File: src/rtl/core_pkg.sv
// Shared definitions for the core front end.
//   XLEN          : architectural register / address width
//   NOP_INSTR     : canonical RISC-V NOP (addi x0, x0, 0)
//   fetch_state_e : instruction fetch FSM states
package core_pkg;

    localparam int unsigned XLEN = 32;
    localparam logic [XLEN-1:0] NOP_INSTR = 32'h0000_0013;

    typedef enum logic [1:0] {
        S_FETCH,
        S_VALID,
        S_DROP,
        S_FAULT
    } fetch_state_e;

endpackage

File: src/rtl/instr_fetch.sv
// Instruction fetch stage: owns the PC, fetches words over a req/ack memory
// handshake and hands each word with its PC to decode. Downstream redirects
// replace the PC and flush any in-flight fetch.
//   clk, reset_n              : clock, asynchronous active-low reset
//   mem_req, mem_addr         : registered fetch request / address (out)
//   mem_ack, mem_rdata        : memory response valid / data (in)
//   redirect_valid/_target    : one-cycle PC redirect pulse and new PC (in)
//   instr_valid, instr_ready  : decode handshake
//   instr, instr_pc           : fetched word and its address (out)
//   fetch_fault               : misaligned redirect, fetching halted (out)
module instr_fetch
    import core_pkg::*;
#(
    parameter logic [XLEN-1:0] RESET_VECTOR = '0
) (
    input  logic            clk,
    input  logic            reset_n,
    output logic            mem_req,
    output logic [XLEN-1:0] mem_addr,
    input  logic            mem_ack,
    input  logic [XLEN-1:0] mem_rdata,
    input  logic            redirect_valid,
    input  logic [XLEN-1:0] redirect_target,
    output logic            instr_valid,
    input  logic            instr_ready,
    output logic [XLEN-1:0] instr,
    output logic [XLEN-1:0] instr_pc,
    output logic            fetch_fault
);

    fetch_state_e    state_q, state_d;
    logic [XLEN-1:0] pc_q, pc_d;
    logic [XLEN-1:0] addr_q, addr_d;
    logic            req_q, req_d;
    logic [XLEN-1:0] instr_q, instr_d;
    logic [XLEN-1:0] ipc_q, ipc_d;
    logic            fault_q, fault_d;
    // A misaligned redirect seen while a request is outstanding must first
    // drain that request in S_DROP; this remembers to land in S_FAULT after.
    logic            drop_fault_q, drop_fault_d;
    logic            misaligned;

    always_ff @(posedge clk or negedge reset_n) begin
        if (!reset_n) begin
            state_q      <= S_FETCH;
            pc_q         <= RESET_VECTOR;
            addr_q       <= RESET_VECTOR;
            req_q        <= 1'b0;
            instr_q      <= NOP_INSTR;
            ipc_q        <= '0;
            fault_q      <= 1'b0;
            drop_fault_q <= 1'b0;
        end else begin
            state_q      <= state_d;
            pc_q         <= pc_d;
            addr_q       <= addr_d;
            req_q        <= req_d;
            instr_q      <= instr_d;
            ipc_q        <= ipc_d;
            fault_q      <= fault_d;
            drop_fault_q <= drop_fault_d;
        end
    end

    always_comb begin
        state_d      = state_q;
        pc_d         = pc_q;
        instr_d      = instr_q;
        ipc_d        = ipc_q;
        fault_d      = fault_q;
        drop_fault_d = drop_fault_q;
        misaligned   = |redirect_target[1:0];

        if (redirect_valid) begin
            fault_d = misaligned;
            if (!misaligned) begin
                pc_d = redirect_target;
            end
            // req_q is low only in the first cycle out of reset, when nothing
            // has been issued yet, so there is nothing to drain then.
            if ((state_q == S_FETCH || state_q == S_DROP) && req_q && !mem_ack) begin
                state_d      = S_DROP;
                drop_fault_d = misaligned;
            end else begin
                state_d = misaligned ? S_FAULT : S_FETCH;
            end
        end else begin
            unique case (state_q)
                S_FETCH: begin
                    if (req_q && mem_ack) begin
                        instr_d = mem_rdata;
                        ipc_d   = pc_q;
                        pc_d    = pc_q + 32'd4;
                        state_d = S_VALID;
                    end
                end
                S_VALID: begin
                    if (instr_ready) begin
                        state_d = S_FETCH;
                    end
                end
                S_DROP: begin
                    if (mem_ack) begin
                        state_d = drop_fault_q ? S_FAULT : S_FETCH;
                    end
                end
                S_FAULT: begin
                    state_d = S_FAULT;
                end
                default: begin
                    state_d = S_FETCH;
                end
            endcase
        end

        // Request is registered from the next state; the address only moves
        // when (re)entering or staying in S_FETCH, so it stays frozen on the
        // outstanding address throughout S_DROP.
        req_d  = (state_d == S_FETCH) || (state_d == S_DROP);
        addr_d = (state_d == S_FETCH) ? pc_d : addr_q;
    end

    assign mem_req     = req_q;
    assign mem_addr    = addr_q;
    assign instr_valid = (state_q == S_VALID);
    assign instr       = instr_q;
    assign instr_pc    = ipc_q;
    assign fetch_fault = fault_q;

endmodule

File: config.mk
export PLATFORM = sky130hd
export DESIGN_NAME = instr_fetch
export DESIGN_NICKNAME = d
export VERILOG_FILES = /design/src/rtl/core_pkg.sv /design/src/rtl/instr_fetch.sv
export SDC_FILE = /design/constraint.sdc
export NUM_CORES = 1
export LEC_CHECK = 0
export CORE_AREA = 2 2 110 112
export CTS_BUF_LIST = sky130_fd_sc_hd__clkbuf_4
export CTS_CLUSTER_DIAMETER = 40
export DETAILED_ROUTE_END_ITERATION = 10
export DIE_AREA = 0 0 112 114
export PLACE_DENSITY = 0.92
export RECOVER_POWER = 100
export SLEW_MARGIN = 10
export SYNTH_ARGS = -nofsm -noshare
export SYNTH_HDL_FRONTEND = slang
export SYNTH_SLANG_ARGS = --single-unit
File: constraint.sdc
create_clock -name clk -period 3.3 [get_ports clk]
set_clock_uncertainty 0.15 [all_clocks]
set_input_delay 0.66 -clock clk [delete_from_list [all_inputs] [get_ports clk]]
set_output_delay 0.66 -clock clk [all_outputs]
set_load 0.02 [all_outputs]
==> metrics.md <==
| Metric | Value |
|---|---|
| Status | `finished with violations` |
| Failing checks | `capacitance limit, slew limit` |
| Core ar. | `11710 um^2` |
| Busiest grt layer | `met2` |
| Clock-pin slew on the worst setup and hold paths | `100 ps` |
| Leakage power | `0.003498 uW` |
| WHS | `around 350 ps` |
| Buffers from clock root to sink, at most | `2` |
| DRT iter0 DRCs | `~370` |
| Worst Setup End Kind | `register` |
| Setup crit start kind | `input pin` |
| IO buf count | `167` |
| Placer congestion estimate | `a little over 0.9` |
| Setup violators final | `0` |
| Rows | `40` |
| Main flop type after synthesis | `dfrtp_1` |
| Global-route wire length before repair | `26.21 mm` |
| Peak Freq | `~0.34 GHz` |
| Hpwl dp | `11.61 mm` |
| Post-CTS setup buffers | `0` |
| Synth area leader | `dfrtp_1` |
| P&R area growth vs syn | `33.02%` |
| Max H-tree Level | `4` |
| Setup_tns | `0 ps` |
| Total grt overflow | `0` |
| Register area | `~3300 um^2` |
| Clk sink count | `133` |
| Die Y | `114 um` |
| Clock latency on the worst-skew pair | `530 ps` |
| CTS tree | `yes` |
| Met3 usage | `7.492%` |
| M2 GR Usage | `about 43%` |
| Worst relative slew slack | `-3.361%` |
| Cts repair resizes | `0` |
| Antenna violations before repair | `0` |
| Fin worst setup slack | `316.1 ps` |
| I/O Pins | `about 170` |
| Dominant cells by area after synthesis | `dfrtp_1, mux2_2, nand2_1` |
| Post-synth net total | `609` |
| Final Max Tran Viols | `between 60 and 70` |
| Hold Path Class | `reg2reg` |
| Flops & latches, synth | `133` |
| Final Hold Viols | `0` |
| ANT nets after route | `0` |
| Die extent in x | `112 um` |
| Area of the multi-input gates | `2576 um^2` |
| Worst endpoint required time | `around 3600 ps` |
| Slew @ Worst Pin | `approximately 1600 ps` |
| Vias per cell | `just under 6` |
| DRT Pass-1 Iters | `5` |
| RSZ-0062 raised after global routing | `no` |
| Worst Path Arrival | `3250 ps` |
| Ys Warns | `0` |
| Placed cells | `834` |
| Pre-CTS setup slack | `between 70 and 80 ps` |
| WS Path Type | `in2reg` |
| Share of layout cells above drive strength 1 | `between 10% and 20%` |
| Synthesized cell area | `6086 um^2` |
| Sequential fraction of the synthesis area | `54.75%` |
| Vias in the first global route | `5119` |
| Synth top area share | `53.45%` |
| Peak VDD IR | `0.4471 mV` |
| Final period util | `90.42%` |
| Avg WL per Cell | `18.63 um` |
| Nets@finish | `777` |
| Final-layout fill cell count | `850` |
| Vias | `5023` |
| Core Util, Final | `a little under 70%` |
| Synth top cells by count | `dfrtp_1, mux2_2, nand2_1` |
| Max-cap check violation count | `1` |
| Asr flop ratio synth | `100.0%` |
| Final wirelength | `around 16 mm` |
| Die area | `roughly 13000 um^2` |
| Tmin final | `a little under 3000 ps` |
| # hold bufs at CTS | `1` |
| DRC viols | `0` |
| Largest net degree at the start of global routing | `62` |
| Critical Path Fanout Max | `20` |
| Final Non-Filler Cells | `between 800 and 900` |
| M1 GR Usage | `around a third` |
| Pwr dens | `769.1 nW/um^2` |
| Starting density of the core | `51.97%` |
| Syn Area/Cell | `11.29 um^2` |
| Ant diodes | `0` |
| GRT Resource Usage Total | `25.82%` |
| EDFF count, synth | `0` |
| Count leader, synth | `dfrtp_1` |
| Cts bufs inserted | `17` |
| Root buf cell | `clkbuf_4` |
| Synth Instances | `539` |
| Synth cell types | `52` |
cell type report:
type                    instances  area share [%]
repair buffers                183           21.96
inverters                       8          0.3709
clock buffers                  21           1.947
clock inverters                 7          0.4637
multi-input cells             364           31.82
well taps                     147           2.272
flip-flops and latches        133           41.16
through the flow:
stage          total power (uW)  area [um^2]
4_1_cts                    6516         8174
2_1_floorplan              4113         6086
6_report                   6226         8095
3_5_place_dp               5664         7969
5_1_grt                    6569         8095
3_3_place_gp               5538         7969
layout by cell type (no fill, tap or decap), types with 14 or more instances in the layout:
cell	synthesis	routed
dfrtp_1	130	130
mux2_2	84	84
nand2_1	84	84
nand3_1	20	20
dlygate4sd3_1	0	102
xnor2_1	14	14
clkbuf_4	0	22
clkdlybuf4s50_1	0	64
and3_1	14	14
o21ai_0	15	15
final timing paths:
path,start,end,slack (ps),cells past startpoint
max,mem_ack,mem_addr[14]$_DFFE_PN0N_,320,7
min,mem_addr[1]$_DFFE_PN0N_,mem_addr[1]$_DFFE_PN0N_,350,2
max reg2reg,state_q[1]$_DFF_PN0_,mem_addr[14]$_DFFE_PN0N_,580,6
min reg2reg,mem_addr[1]$_DFFE_PN0N_,mem_addr[1]$_DFFE_PN0N_,350,2
max in group asynchronous,reset_n,instr[29]$_DFFE_PN0P_,670,3
min in group asynchronous,reset_n,mem_addr[9]$_DFFE_PN0N_,880,2
metal layers:
metal	share of wire, %	vias to the layer above
met5	0	-
met4	2.2	0
met3	8.0	38
met2	51	249
met1	39	2465
li1	-	2271
where the power goes:
part	switching, uW	internal (uW)
logic	1380	1310
clock network	551	305
registers	421	2260
sequential cells by signal, indices dropped and copies added (netlist names):
name	cells
fetch_fault	1
instr_pc	32
pc_q	32
instr	32
mem_req	1
mem_addr	32
state_q	2
drop_fault_q	1
cell families (layout without fill, tap and decap cells):
logic type,count (synthesis),in the layout,synth area share [%]
flip-flops,133,133,54.75
multiplexers,95,95,17.35
buffers and inverters,42,219,2.919
AND/OR/NAND/NOR,191,191,15.85
AO/OA/AOI/OAI,60,60,6.477
adder cells (fa/ha/maj),1,1,0.2056
XOR/XNOR,17,17,2.447
worst max-delay path: stages:
cell,delay [ps]
dlygate4sd3_1,610
nand4bb_1,190
clkbuf_1,430
nor2_4,150
nor3_1,280
clkbuf_2,520
mux2_2,400
(Power assumes the default switching activity.)
==> RTL edit (config.mk and constraints unchanged) <==
Change the package constant `XLEN` from 32 to 28.
--- a/src/rtl/core_pkg.sv
+++ b/src/rtl/core_pkg.sv
@@ -6,3 +6,3 @@
 
-    localparam int unsigned XLEN = 32;
+    localparam int unsigned XLEN = 28;
     localparam logic [XLEN-1:0] NOP_INSTR = 32'h0000_0013;
Ports: changed (5 resized); port bits go from 168 to 148. The function was not compared with the original's and may differ.
==> RTL edit against the original RTL <==
Setup slack improved by 0.10 ns; synthesized area fell by 12%; sequential share of layout area fell by 0.89 points; critical path type unchanged; sequential cell count fell by 16; routed wire length fell by 13%; non-clock buffer count fell by 24; cell area fell by 10%; power fell by 8.7%.
==> RTL edit: results (changes against the original RTL) <==
cell leakage power 3.157 nW (was 3.498 nW); first drt pass iteration count 6 (was 5); DP Wirelength 10040 um (was 11610 um); maximum vdd drop 460.6 uV (was 447.1 uV); Compound-Gate Fraction of Synth Area 0.07618 (was 0.06476); Post-Synthesis Cells 457 (was 539); status completed (was complete, but fails checks); Post-Place Cells 735 (was 834); Final #Nets 670 (was 777); number of global-route vias before repair 4485 (was 5119); min-delay src instr_pc[19] (was mem_addr[1]); worst r2r src pc_q[2] (was state_q[1]); Max clock buf depth 2 (unchanged); Syn Nets 519 (was 609); multiplexer share of the synthesized area 0.1758 (was 0.1735); first-pass GRT wire length 22730 um (was 26210 um); top cells by count, synth dfrtp_1 (114), mux2_2 (73), nand2_1 (52) (was dfrtp_1 (130), mux2_2 (84), nand2_1 (84)); post-synthesis adder-cell area fraction 0.002344 (was 0.002056); 1st-iter DRT viols 289 (was 373); CP Max Fanout 19 (was 20); PortBufs 147 (was 167); fin cells 768 (was 863); largest net degree at the start of global routing 50 (was 62); FILL cells 923 (was 850); share of cells above drive strength 1 0.2093 (was 0.1802); WP data arrival 3.14 ns (was 3.25 ns); Hold Crit Class reg -> reg (unchanged); sw frac 0.3556 (was 0.3775); global router's overall resource usage 0.2276 (was 0.2582); Synth area leaders dfrtp_1 (53%), mux2_2 (15%), nand2_1 (3.7%) (was dfrtp_1 (53%), mux2_2 (16%), nand2_1 (5.2%)); CP startpoint redirect_target[0] (was mem_ack); measured slew at the worst slew-check pin 1.087 ns (was 1.550 ns); DP Area 0.007004 mm^2 (was 0.007969 mm^2); via count 4300 (was 5023); WL final 14070 um (was 16080 um); GP Congestion 0.8849 (was 0.9228); clk_lat worst skew 0.52 ns; XOR/XNOR Fraction of Synth Area 0.01641 (was 0.02447)
## RTL edit: logic make-up (layout without fill, tap and decap cells)
logic type,count (synthesis),in the layout
fa+ha+maj,1,1
mux,84,84
xor+xnor,10,10
buf+inv,36,200
flops,117,117
compound gates,64,64
simple gates,145,145
## RTL edit: power groups by stage
stage / registers (mW) / logic (mW) / clock network (mW)
after CTS: 2.33 / 2.42 / 1.17
after detailed placement: 2.36 / 2.41 / 0
after global routing: 2.38 / 2.36 / 1.24
final: 2.31 / 2.22 / 1.16
after global placement: 2.33 / 2.35 / 0
after floorplan: 2.82 / 0.658 / 0
## RTL edit: through the flow
step	util	setup slack, ns
after floorplan	-	0.8695
after global placement	0.5981	0.2201
after detailed placement	0.5981	0.1463
after CTS	0.6259	0.6670
after global routing	0.6217	0.3080
final	0.6217	0.4181
## RTL edit: repair_timing
item,CTS,global route
hold buffers,1,0
resized for setup,0,0
endpoints found under the hold margin,38,0
## RTL edit: routing by layer
metal  vias to the layer above  global-route usage  wire length (um)
met4                         0             0.07886               232
li1                       1961                   -                 -
met3                        23             0.07386              1110
met1                      2114              0.2796              5520
met2                       202              0.3822              7201
met5                         -                   0                 0
## RTL edit: critical path, stage by stage
cell and delay [ns]:
dlygate4sd3_1 0.59, nor2_2 0.21, clkbuf_1 0.78, mux2_2 0.41, nand2_1 0.07, o21ai_0 0.11, mux2_2 0.30
## RTL edit: path summary, 6_finish.rpt
kind | slack, ns | end | cells past startpoint
min in group asynchronous | 0.72 | instr[3] | 2
max | 0.42 | mem_addr[6] | 7
min | 0.34 | instr_pc[19] | 2
max in group asynchronous | 0.97 | mem_addr[19] | 3
max reg2reg | 0.69 | mem_addr[24] | 6
min reg2reg | 0.34 | instr_pc[19] | 2
## RTL edit: final cells by class
class,count,share of cell area
tap,147,0.02526
timing repair buffer,159,0.2176
clock inverter,11,0.02165
inverter,9,0.004640
clock buffer,21,0.02165
sequential,117,0.4026
multi-input combinational,304,0.3066
